File: src/rtl/multi_phase_traffic_controller_pkg.sv
// ============================================================================
// Package     : traffic_pkg
// Description : Shared types and constants for the multi-phase intersection
//               controller: FSM state codes, default timing values and the
//               phase-index width helper.
// Revision    : 1.0 - initial release
// ============================================================================
`default_nettype none

package traffic_pkg;

  // FSM state codes; also driven on the debug state output
  typedef enum logic [2:0] {
    ALL_RED = 3'd0,
    WALK    = 3'd1,
    GREEN   = 3'd2,
    EXT     = 3'd3,
    YELLOW  = 3'd4
  } state_e;

  // Power-on defaults for the configuration register block, in ticks
  localparam int DEF_T_GREEN_MIN = 30;
  localparam int DEF_T_GREEN_EXT = 10;
  localparam int DEF_T_YELLOW    = 4;
  localparam int DEF_T_ALLRED    = 2;
  localparam int DEF_T_WALK      = 8;

  // Bits needed to index a phase; never less than one bit
  function automatic int phase_w(input int n);
    return (n > 1) ? $clog2(n) : 1;
  endfunction

endpackage

`default_nettype wire

File: src/rtl/multi_phase_traffic_controller_tick_timer.sv
// ============================================================================
// Module      : tick_timer
// Description : Free-running prescaler producing a one-cycle tick every
//               TICK_DIV clocks, plus a loadable down-counter that counts
//               ticks. A load value of 0 is treated as 1. expired pulses on
//               the tick that takes the counter from 1 to 0.
// Revision    : 1.0 - initial release
// ============================================================================
`default_nettype none

module tick_timer #(
  parameter int TICK_DIV = 50_000_000,
  parameter int TIMER_W  = 8
) (
  input  logic               clk,
  input  logic               reset,
  input  logic               load,
  input  logic [TIMER_W-1:0] load_val,
  input  logic               hold,
  output logic               tick,
  output logic               expired
);

  localparam int PRE_W = (TICK_DIV > 1) ? $clog2(TICK_DIV) : 1;

  logic [PRE_W-1:0]   presc_q, presc_d;
  logic [TIMER_W-1:0] timer_q, timer_d;

  assign tick    = (presc_q == PRE_W'(TICK_DIV - 1));
  assign expired = tick && !hold && (timer_q == TIMER_W'(1));

  // Next prescaler and counter values; a load overrides any decrement
  always_comb begin
    presc_d = tick ? '0 : presc_q + 1'b1;
    timer_d = timer_q;
    if (load) begin
      timer_d = (load_val == '0) ? TIMER_W'(1) : load_val;
    end else if (tick && !hold && (timer_q != '0)) begin
      timer_d = timer_q - 1'b1;
    end
  end

  // Prescaler and counter registers
  always_ff @(posedge clk or negedge reset) begin
    if (!reset) begin
      presc_q <= '0;
      timer_q <= '0;
    end else begin
      presc_q <= presc_d;
      timer_q <= timer_d;
    end
  end

endmodule

`default_nettype wire

File: src/rtl/multi_phase_traffic_controller.sv
// ============================================================================
// Module      : multi_phase_traffic_controller
// Description : N-approach intersection controller. Round-robin vehicle
//               phases with sensor-driven skip and a single green extension,
//               all-red clearance between phases and latched per-phase
//               pedestrian walk. Phase 0 is the rest phase.
//               Optional feature macro: PREEMPT_EN (emergency preemption).
// Revision    : 1.0 - initial release
// ============================================================================
`default_nettype none

module multi_phase_traffic_controller
  import traffic_pkg::*;
#(
  parameter int NUM_PHASES = 4,
  parameter int TIMER_W    = 8,
  parameter int TICK_DIV   = 50_000_000
) (
  input  logic                                clk,
  input  logic                                reset,
  input  logic [NUM_PHASES-1:0]               sensor,
  input  logic [NUM_PHASES-1:0]               walk_req,
  input  logic [TIMER_W-1:0]                  t_green_min,
  input  logic [TIMER_W-1:0]                  t_green_ext,
  input  logic [TIMER_W-1:0]                  t_yellow,
  input  logic [TIMER_W-1:0]                  t_allred,
  input  logic [TIMER_W-1:0]                  t_walk,
  input  logic                                preempt,
  input  logic [phase_w(NUM_PHASES)-1:0]      preempt_ph,
  output logic [NUM_PHASES-1:0]               green,
  output logic [NUM_PHASES-1:0]               yellow,
  output logic [NUM_PHASES-1:0]               red,
  output logic [NUM_PHASES-1:0]               walk,
  output logic [phase_w(NUM_PHASES)-1:0]      cur_phase,
  output logic [2:0]                          state
);

  localparam int PH_W = phase_w(NUM_PHASES);

  state_e                state_q, state_d;
  logic [PH_W-1:0]       cur_q, cur_d;
  logic [PH_W-1:0]       next_q, next_d;
  logic [NUM_PHASES-1:0] pend_q, pend_d;
  logic                  start_q, start_d;
  logic [NUM_PHASES-1:0] green_q, green_d;
  logic [NUM_PHASES-1:0] yellow_q, yellow_d;
  logic [NUM_PHASES-1:0] red_q, red_d;
  logic [NUM_PHASES-1:0] walk_q, walk_d;

  logic                  w_load;
  logic [TIMER_W-1:0]    w_load_val;
  logic                  w_hold;
  logic                  w_tick;
  logic                  w_expired;
  logic [NUM_PHASES-1:0] w_dem;
  logic                  w_any_demand;
  logic [PH_W-1:0]       w_sel;
  logic                  w_found;
  int                    w_idx;

  tick_timer #(
    .TICK_DIV (TICK_DIV),
    .TIMER_W  (TIMER_W)
  ) u_tick_timer (
    .clk      (clk),
    .reset    (reset),
    .load     (w_load),
    .load_val (w_load_val),
    .hold     (w_hold),
    .tick     (w_tick),
    .expired  (w_expired)
  );

  assign w_dem        = sensor | pend_q;
  assign w_any_demand = |w_dem;

  // Next phase: first demanding phase after cur (wrapping); falls back to
  // phase 0 when nothing else wants service
  always_comb begin
    w_sel   = '0;
    w_found = 1'b0;
    w_idx   = 0;
    for (int i = 1; i <= NUM_PHASES; i++) begin
      w_idx = int'(cur_q) + i;
      if (w_idx >= NUM_PHASES) w_idx = w_idx - NUM_PHASES;
      if (!w_found && w_dem[PH_W'(w_idx)]) begin
        w_found = 1'b1;
        if (w_idx != int'(cur_q)) w_sel = PH_W'(w_idx);
      end
    end
  end

`ifndef PREEMPT_EN
  logic w_unused_preempt;
  assign w_unused_preempt = ^{preempt, preempt_ph, w_tick};
`else
  logic w_unused_tick;
  assign w_unused_tick = w_tick;
`endif

  // Phase sequencing, timer loads and registered lamp values
  always_comb begin
    state_d    = state_q;
    cur_d      = cur_q;
    next_d     = next_q;
    pend_d     = pend_q | walk_req;
    start_d    = 1'b0;
    w_load     = 1'b0;
    w_load_val = t_allred;
    w_hold     = 1'b0;

    if (start_q) begin
      // First clock after reset release arms the initial clearance
      w_load     = 1'b1;
      w_load_val = t_allred;
    end else begin
      case (state_q)
        ALL_RED: if (w_expired) begin
          w_load = 1'b1;
          if (|pend_q) begin
            state_d    = WALK;
            w_load_val = t_walk;
            pend_d     = walk_req;   // a request this cycle stays pending
          end else begin
            state_d    = GREEN;
            cur_d      = next_q;
            w_load_val = t_green_min;
          end
        end
        WALK: if (w_expired) begin
          state_d    = GREEN;
          cur_d      = next_q;
          w_load     = 1'b1;
          w_load_val = t_green_min;
        end
        GREEN: if (w_expired) begin
          w_load = 1'b1;
          if (sensor[cur_q] && (t_green_ext != '0)) begin
            state_d    = EXT;
            w_load_val = t_green_ext;
          end else if ((cur_q == '0) && !w_any_demand) begin
            w_load_val = t_green_min;  // rest in phase 0 without yellow
          end else begin
            state_d    = YELLOW;
            w_load_val = t_yellow;
            next_d     = w_sel;
          end
        end
        EXT: if (w_expired) begin
          state_d    = YELLOW;
          w_load     = 1'b1;
          w_load_val = t_yellow;
          next_d     = w_sel;
        end
        YELLOW: if (w_expired) begin
          state_d    = ALL_RED;
          w_load     = 1'b1;
          w_load_val = t_allred;
        end
        default: begin
          state_d    = ALL_RED;
          w_load     = 1'b1;
          w_load_val = t_allred;
        end
      endcase

`ifdef PREEMPT_EN
      if (preempt) begin
        case (state_q)
          GREEN, EXT: begin
            if (cur_q != preempt_ph) begin
              state_d    = YELLOW;
              w_load     = 1'b1;
              w_load_val = t_yellow;
              next_d     = preempt_ph;
            end else begin
              // Preempted phase holds green with the timer frozen
              state_d = state_q;
              w_load  = 1'b0;
              w_hold  = 1'b1;
              next_d  = next_q;
            end
          end
          ALL_RED: begin
            next_d = preempt_ph;
            if (w_expired) begin
              state_d    = GREEN;
              cur_d      = preempt_ph;
              w_load     = 1'b1;
              w_load_val = t_green_min;
              pend_d     = pend_q | walk_req;
            end
          end
          WALK: begin
            state_d    = GREEN;
            cur_d      = preempt_ph;
            next_d     = preempt_ph;
            w_load     = 1'b1;
            w_load_val = t_green_min;
          end
          YELLOW: next_d = preempt_ph;
          default: ;
        endcase
      end
`endif
    end

    green_d  = ((state_d == GREEN) || (state_d == EXT)) ?
               (NUM_PHASES'(1) << cur_d) : '0;
    yellow_d = (state_d == YELLOW) ? (NUM_PHASES'(1) << cur_d) : '0;
    red_d    = ~(green_d | yellow_d);
    if (state_d == WALK) begin
      walk_d = (state_q == WALK) ? walk_q : pend_q;
    end else begin
      walk_d = '0;
    end
  end

  // Controller state and lamp registers
  always_ff @(posedge clk or negedge reset) begin
    if (!reset) begin
      state_q  <= ALL_RED;
      cur_q    <= '0;
      next_q   <= '0;
      pend_q   <= '0;
      start_q  <= 1'b1;
      green_q  <= '0;
      yellow_q <= '0;
      red_q    <= '1;
      walk_q   <= '0;
    end else begin
      state_q  <= state_d;
      cur_q    <= cur_d;
      next_q   <= next_d;
      pend_q   <= pend_d;
      start_q  <= start_d;
      green_q  <= green_d;
      yellow_q <= yellow_d;
      red_q    <= red_d;
      walk_q   <= walk_d;
    end
  end

  assign green     = green_q;
  assign yellow    = yellow_q;
  assign red       = red_q;
  assign walk      = walk_q;
  assign cur_phase = cur_q;
  assign state     = state_q;

endmodule

`default_nettype wire

File: config.mk
export PLATFORM = sky130hd
export DESIGN_NAME = multi_phase_traffic_controller
export DESIGN_NICKNAME = d
export VERILOG_FILES = /design/src/rtl/multi_phase_traffic_controller_pkg.sv /design/src/rtl/multi_phase_traffic_controller_tick_timer.sv /design/src/rtl/multi_phase_traffic_controller.sv
export SDC_FILE = /design/constraint.sdc
export NUM_CORES = 1
export LEC_CHECK = 0
export CORE_ASPECT_RATIO = 0.75
export CORE_MARGIN = 10
export CORE_UTILIZATION = 48
export DETAILED_ROUTE_END_ITERATION = 16
export GPL_TIMING_DRIVEN = 0
export PLACE_DENSITY_LB_ADDON = 0.1
export SKIP_CTS_REPAIR_TIMING = 1
export SLEW_MARGIN = 10
export SYNTH_ARGS = -nofsm -noshare
export SYNTH_HDL_FRONTEND = slang
export SYNTH_SLANG_ARGS = --single-unit
File: constraint.sdc
create_clock -name clk -period 2.52 [get_ports clk]
set_clock_uncertainty 0.05 [all_clocks]
set_input_delay 0.252 -clock clk [delete_from_list [all_inputs] [get_ports clk]]
set_output_delay 0.252 -clock clk [all_outputs]
set_load 0.05 [all_outputs]
After elaboration in Yosys (flattened, before gate mapping)
Index checks and enable logic that the tools add are counted.
{ "totals": {"regBits": 62, "input_bits": 53, "output_inout_bits": 21, "wordCells": 151} }
{ "op_classes": {"n_addsub": 10, "n_lt_le_gt_ge": 9, "eq_ne": 19, "shifts": 1, "muxes": 73, "n_bitwise": 5, "reduce_logical": 23} }
{ "op_table": {"columns": ["operator", "count"], "rows": [
  ["two-way mux 32 bit", 4],
  ["!= test 32 x 3 -> 1 bit", 4],
  ["two-way mux 8 bit", 11],
  ["two-way mux 2 bit", 17],
  ["two-way mux 4 bit", 8],
  ["case mux 8 bit (4 select lines)", 1],
  ["adder 26 x 1 -> 26 bit, second input constant", 1],
  ["== test 26 bit, second input constant", 1],
  ["two-way mux 26 bit", 1],
  ["two-way mux 3 bit", 8],
  ["< comparator 2 x 4 -> 1 bit, second input constant", 4],
  ["nonzero test 8 bit", 2],
  ["two-way mux 1 bit", 15],
  ["case mux 3 bit (5 select lines)", 1],
  ["== test 3 x 2 -> 1 bit, second input constant", 4],
  ["bitwise OR 4 bit", 3],
  ["subtractor 3 x 3 -> 4 bit, second input constant", 3],
  ["binary-select mux 1 bit (select 2 bit)", 5],
  [">= comparator 3 bit, second input constant", 3],
  ["== test 8 x 1 -> 1 bit, second input constant", 1],
  ["logical NOT 8 bit", 1],
  ["case mux 2 bit (2 select lines)", 2],
  ["OR reduction 4 bit", 2],
  ["subtractor 8 x 1 -> 8 bit, second input constant", 1],
  ["other kinds (21)", 37]
]} }

Depth between registers and ports, before layout
{ "logic_depth": {"word_depth": 20, "ltp_mapped": 10, "mapped_depth_nobuf": 9} }

Modules after synthesis
A second synthesis with hierarchy kept.
{ "unflattened": {"cells_unflattened": 442, "hier_area_um2": 3961.3} }
{ "modules_own_cells": {"columns": ["mod", "instances", "cells_per_inst", "area_each_um2", "seq_area_each_um2"], "rows": [
  ["tick_timer", 1, 223, 2114.5, 850.8],
  ["multi_phase_traffic_controller", 1, 219, 1846.8, 706.9]
]} }

Worst setup path after synthesis
OpenSTA, ideal clock, no wires.
{ "synth_path": {"kind": "flip-flop to flip-flop", "start": "register cur_q[0] (netlist: cur_phase[0])", "end": "register red_q[0] (netlist: red[0])", "setup_time_ns": 0.077, "t_arrival_ns": 2.615, "required_ns": 2.393, "setup_slack_ns": -0.222, "stages_incl_launch_ff": 10, "n_path_buf": 2, "period_less_slack_ns": 2.742, "path_cell_list": "dfrtp_1 -> buf_6 -> mux4_2 -> o21ai_4 -> a21o_4 -> or2_4 -> o2111ai_4 -> or3_1 -> buf_6 -> a21o_1"} }
{ "synth_via": {"elab_chain_cells": 12, "elab_cells_between_ends": 24, "classes_between": "eq/ne: 3; shift: 1; mux: 14; bitwise: 2; reduce/logical: 4"} }
{ "synth_rtl": {"columns": ["element", "line_no", "source"], "rows": [
  ["start: declaration", "multi_phase_traffic_controller.sv:41", "logic [PH_W-1:0] cur_q, cur_d;"],
  ["start signal: assignment", "multi_phase_traffic_controller.sv:233", "cur_q <= cur_d;"],
  ["binary-select mux 1 bit (select 2 bit) / logical NOT 2 bit (equally long branches)", "multi_phase_traffic_controller.sv:138, multi_phase_traffic_controller.sv:141", null],
  ["two-way mux 1 bit (not written as such) / logical AND 1 bit (equally long branches)", "multi_phase_traffic_controller.sv:138, multi_phase_traffic_controller.sv:141", null],
  ["logical AND 1 bit / two-way mux 3 bit (equally long branches)", "multi_phase_traffic_controller.sv:138, multi_phase_traffic_controller.sv:141", null],
  ["two-way mux 3 bit (*)", "multi_phase_traffic_controller.sv:138", "if (sensor[cur_q] && (t_green_ext != '0)) begin"],
  ["two-way mux 3 bit (*)", "multi_phase_traffic_controller.sv:136", "GREEN: if (w_expired) begin"],
  ["case mux 3 bit (5 select lines) (*)", "multi_phase_traffic_controller.sv:117", "case (state_q)"],
  ["two-way mux 3 bit (*)", "multi_phase_traffic_controller.sv:112", "if (start_q) begin"],
  ["via state_d[1]", "multi_phase_traffic_controller.sv:40", "state_e state_q, state_d;"],
  ["== test 3 x 2 -> 1 bit", "multi_phase_traffic_controller.sv:208", "green_d = ((state_d == GREEN) || (state_d == EXT)) ?"],
  ["logical OR 1 bit", "multi_phase_traffic_controller.sv:208", null],
  ["two-way mux 4 bit", "multi_phase_traffic_controller.sv:208", null],
  ["bitwise OR 4 bit (*)", "multi_phase_traffic_controller.sv:211", "red_d = ~(green_d | yellow_d);"],
  ["NOT 4 bit (*)", "multi_phase_traffic_controller.sv:211", null],
  ["via red_d[0]", "multi_phase_traffic_controller.sv:47", "logic [NUM_PHASES-1:0] red_q, red_d;"],
  ["end signal: assignment", "multi_phase_traffic_controller.sv:239", "red_q <= red_d;"],
  ["end: declaration", "multi_phase_traffic_controller.sv:47", null]
]} }
Mark *: on every way through the listed nets, which the timed path passes. The rest lies on a longest branch. The select of a mux whose other input is x is not followed.
A chain may end at the register's enable or synchronous reset.

Worst setup path in the final report
{ "layout_path": {"start": "register u_tick_timer.timer_q[5]", "end": "register u_tick_timer.timer_q[0]"} }
{ "layout_via": {"elab_chain_cells": 8, "elab_cells_between_ends": 17, "classes_between": "eq/ne: 1; mux: 11; reduce/logical: 5"} }
{ "layout_rtl": {"columns": ["element", "line_no", "source"], "rows": [
  ["start: declaration", "multi_phase_traffic_controller_tick_timer.sv:27", "logic [TIMER_W-1:0] timer_q, timer_d;"],
  ["start signal: assignment", "multi_phase_traffic_controller_tick_timer.sv:50", "timer_q <= timer_d;"],
  ["== test 8 x 1 -> 1 bit", "multi_phase_traffic_controller_tick_timer.sv:30", "assign expired = tick && !hold && (timer_q == TIMER_W'(1));"],
  ["logical AND 1 bit", "multi_phase_traffic_controller_tick_timer.sv:30", null],
  ["two-way mux 8 bit (on tied branches)", null, null],
  ["case mux 8 bit (4 select lines)", "multi_phase_traffic_controller.sv:117", null],
  ["two-way mux 8 bit", "multi_phase_traffic_controller.sv:112", null],
  ["logical NOT 8 bit", "multi_phase_traffic_controller_tick_timer.sv:37", "timer_d = (load_val == '0) ? TIMER_W'(1) : load_val;"],
  ["two-way mux 8 bit", "multi_phase_traffic_controller_tick_timer.sv:37", null],
  ["two-way mux 8 bit", "multi_phase_traffic_controller_tick_timer.sv:36", "if (load) begin"]
]} }
Parallel ways exist; a longest one is shown, timed or not.

==> results.txt <==
* Detailed placer's ending HPWL: 8030 um
- At the end of routability-driven placement, the weighted congestion stood at 0.841.
- Across all setup checks in the final design, the least slack found is -0.201 ns.
- Initial antenna violation count: 0
- Power density normalized to cell area: 396 nW/um2
* Crit Reg-Reg Startpoint: u_tick_timer.timer_q[5]
- Unrepaired setup endpoints after global routing: true
- For this run, asynchronously set or reset flops after synthesis account for 100%.
* Share of cells above drive strength 1: 17.5%
* Internal power: 0.00149 W
* Largest fanout on the critical path: 5
- Largest net degree at the start of global routing: 63
- Once detail routing completed, the nets flagged for antenna violations numbered 0.
- Worst rel slew slack: 40.4%
* Sequential element share of the synthesized area: 40.0%
- The first TritonRoute pass finished after 4 iterations.
* Highest clock rate: 367 MHz
- TritonCTS clock tree: yes
* Data arrival, critical path: 2.93 ns
* Summed negative setup slack over all endpoints: -1.54 ns
* Gate Count Post-Synth: 406
- The path with the worst hold slack has its endpoint at pend_q[1].
- Combined global-route utilization of all metal layers: 17.6%
* Clk_lat worst skew: 0.35 ns
- For this run, the share of the core covered by cells in the final layout is 64.9%.
- The longest clock path from root to sink contains 2 buffers.
* Detailed router's first-iteration violation count: 248
- Final period util: 108%
* CTS H-tree depth: 3
* Pre-CTS WS: -0.436 ns
* Die H: 98 um
- At the worst endpoint, the required time is 2.73 ns.
* Most frequent cells in the layout: clkdlybuf4s50_1, dfrtp_1, nor2_1
- Net switching is 26.7% of the power.
- Number of flops mapped to enable cells by yosys: 0
- Placed instance area: 4730 um2
- The library cell used most frequently in the layout, excluding fill and tap cells, is clkdlybuf4s50_1.
- Launch point of the critical path: u_tick_timer.timer_q[5]
* Cell type with the highest aggregate area in the netlist: dfrtp_1
* Classification of the worst setup path: flop to flop
- The routed design could run at a clock period as short as 2.72 ns.
- Total Wirelength: 11000 um
- DRC errors left: 0
- Number of global-route vias before repair: 3359
- 74 I/O pins were placed.
- Clock tree synthesis inserted a total of 9 buffers.
- Number of flip-flops and latches in the synthesized netlist: 62
* GRT overflow: 0
* Ys flop type: dfrtp_1
- # nets final: 555
- Status: finished, violations left
* Min-Delay Startpoint: walk_req[1]
- Count of input and output buffers: 70
* Total non-filler cell area in the finished layout: 5110 um2
- Setup violations remaining at the end of the flow were counted as 18.
- Area of the core: 7880 um2
- Reg-to-reg slack, setup: -0.20 ns
- Share of Yosys cell area claimed by the top area cell type: 36.6%
- During synthesis, Yosys emitted a total of 0 warnings.
* P&R area growth vs syn: 31.3%
* Startpoint Class: flop
- By area the synthesized netlist is led by dfrtp_1, mux2i_1, nor2_1.
* VDD IR-drop max: 0.387 mV
- Post-Synthesis Cell Area: 3890 um2
- Slew of the pin with the lowest slew margin: 0.887 ns
* Reg-to-Reg End: u_tick_timer.timer_q[0]
* Syn_nets: 464
- The floorplan step set the die width to 124 um.
- Dividing the detail-routed wire length by the instance count gives 18.2 um.
- Violated checks: setup timing
- First-pass GRT wire length: 17300 um
- The completed layout was analyzed and its total power is 0.00203 W.
- After clock tree synthesis, the clock-pin slew on the worst setup and hold paths is 0.08 ns.
- Via/cell ratio: 5.74
* Cell at the root of the clock tree: clkbuf_8
- The total count of hold-check failures in the final report came to 0.
- Across the run, the number of max-cap violations was 0.
- The floorplan step defined a die boundary enclosing 12200 um2.
* Antenna Cells: 0
* Initial Util: 49.4%
- Worst min-delay path class: primary input to flop
- Depth of the worst register-to-register path: 9
- The number of max-slew violations in the final report is 0.
- Endpoint type of the worst setup path: flop
- Sink Count: 62
* Depth of the worst hold-timing path: 2
- Vias after detailed routing: 3485
- The floorplan has 28 rows.
- The analysis attributes to cell leakage a power of 2.17 nW.
- The clock network is responsible for 38.8% of the overall power.
- Share of power burned in combinational logic: 10.6%
- Of the total power, registers draw 50.6%.
- Synthesized area divided by synthesized cell count: 9.59 um2
* Number of distinct standard cells referenced by the synthesized netlist: 73
- Switching power: 0.000541 W
sequential cells by signal (all words and copies together), names as in the netlist:
name                  cells
yellow                    4
green                     4
walk                      4
cur_phase                 2
start_q                   1
state                     3
red                       4
next_q                    2
pend_q                    4
u_tick_timer.presc_q     26
u_tick_timer.timer_q      8
power by group through the flow:
| stage | registers, W | logic, W | clock network (W) |
|---|---|---|---|
| after floorplan | 0.00104 | 0.0000800 | 0 |
| after global placement | 0.00104 | 0.000201 | 0 |
| after detailed placement | 0.00104 | 0.000202 | 0 |
| after CTS | 0.00103 | 0.000205 | 0.000812 |
| after global routing | 0.00103 | 0.000233 | 0.000855 |
| final | 0.00103 | 0.000214 | 0.000786 |
worst max-delay path, cell delays in order, from the launching register on:
cell	delay, ns
dfrtp_1	0.42
nor4_4	0.47
nand3_4	0.19
buf_12	0.18
nor4b_4	0.27
buf_4	0.20
o311ai_0	0.14
o21bai_1	0.31
nand4b_1	0.19
o41ai_2	0.21
worst max-delay path by stage:
stage | to | depth (start not counted)
after floorplan | red[0] | 9
after global placement | cur_phase[0] | 1
after detailed placement | u_tick_timer.timer_q[0] | 8
after CTS | u_tick_timer.timer_q[0] | 7
after global routing | u_tick_timer.timer_q[0] | 9
final | u_tick_timer.timer_q[0] | 9
Yosys cell counts (all sizes together), types with 5 or more instances:
master / count
dfrtp: 57
nor2: 48
nand2: 39
mux2i: 20
nand3: 18
o21ai: 17
xnor2: 14
xor2: 14
a21o: 12
a21oi: 12
nand4: 12
nor3: 11
buf: 10
inv: 10
nor4: 9
and2: 5
dfstp: 5
ha: 5
kinds of logic after synthesis:
group,count (synthesis),synth area share [%]
xor+xnor,28,6.30
flops,62,40.0
compound gates,82,15.6
fa+ha+maj,5,1.61
other cells,1,0.0963
buf+inv,24,2.89
mux,25,6.88
simple gates,179,26.6
metrics by stage:
| stage | std cells | hold slack (ns) |
|---|---|---|
| final | 607 | 0.405 |
| after global routing | 607 | 0.411 |
| after CTS | 597 | -0.0593 |
| after detailed placement | 581 | 0.330 |
| after global placement | 581 | 0.420 |
| after floorplan | 406 | -0.0936 |
routing by layer:
| layer | vias up | global-route usage, % | share of wire (%) |
|---|---|---|---|
| met5 | - | 0 | 0 |
| met4 | 0 | 5.30 | 1.4 |
| met3 | 11 | 6.50 | 8.9 |
| met2 | 103 | 24.6 | 43 |
| met1 | 1705 | 24.7 | 47 |
| li1 | 1666 | - | - |
cell type report:
cell class,count,area (um2)
tap,105,131
multi-input combinational,320,2340
sequential,62,1560
inverter,11,41.3
fill,651,2770
clock buffer,9,124
timing repair buffer,81,796
buffer,12,71.3
clock inverter,7,50.0
(Power assumes the default switching activity.)
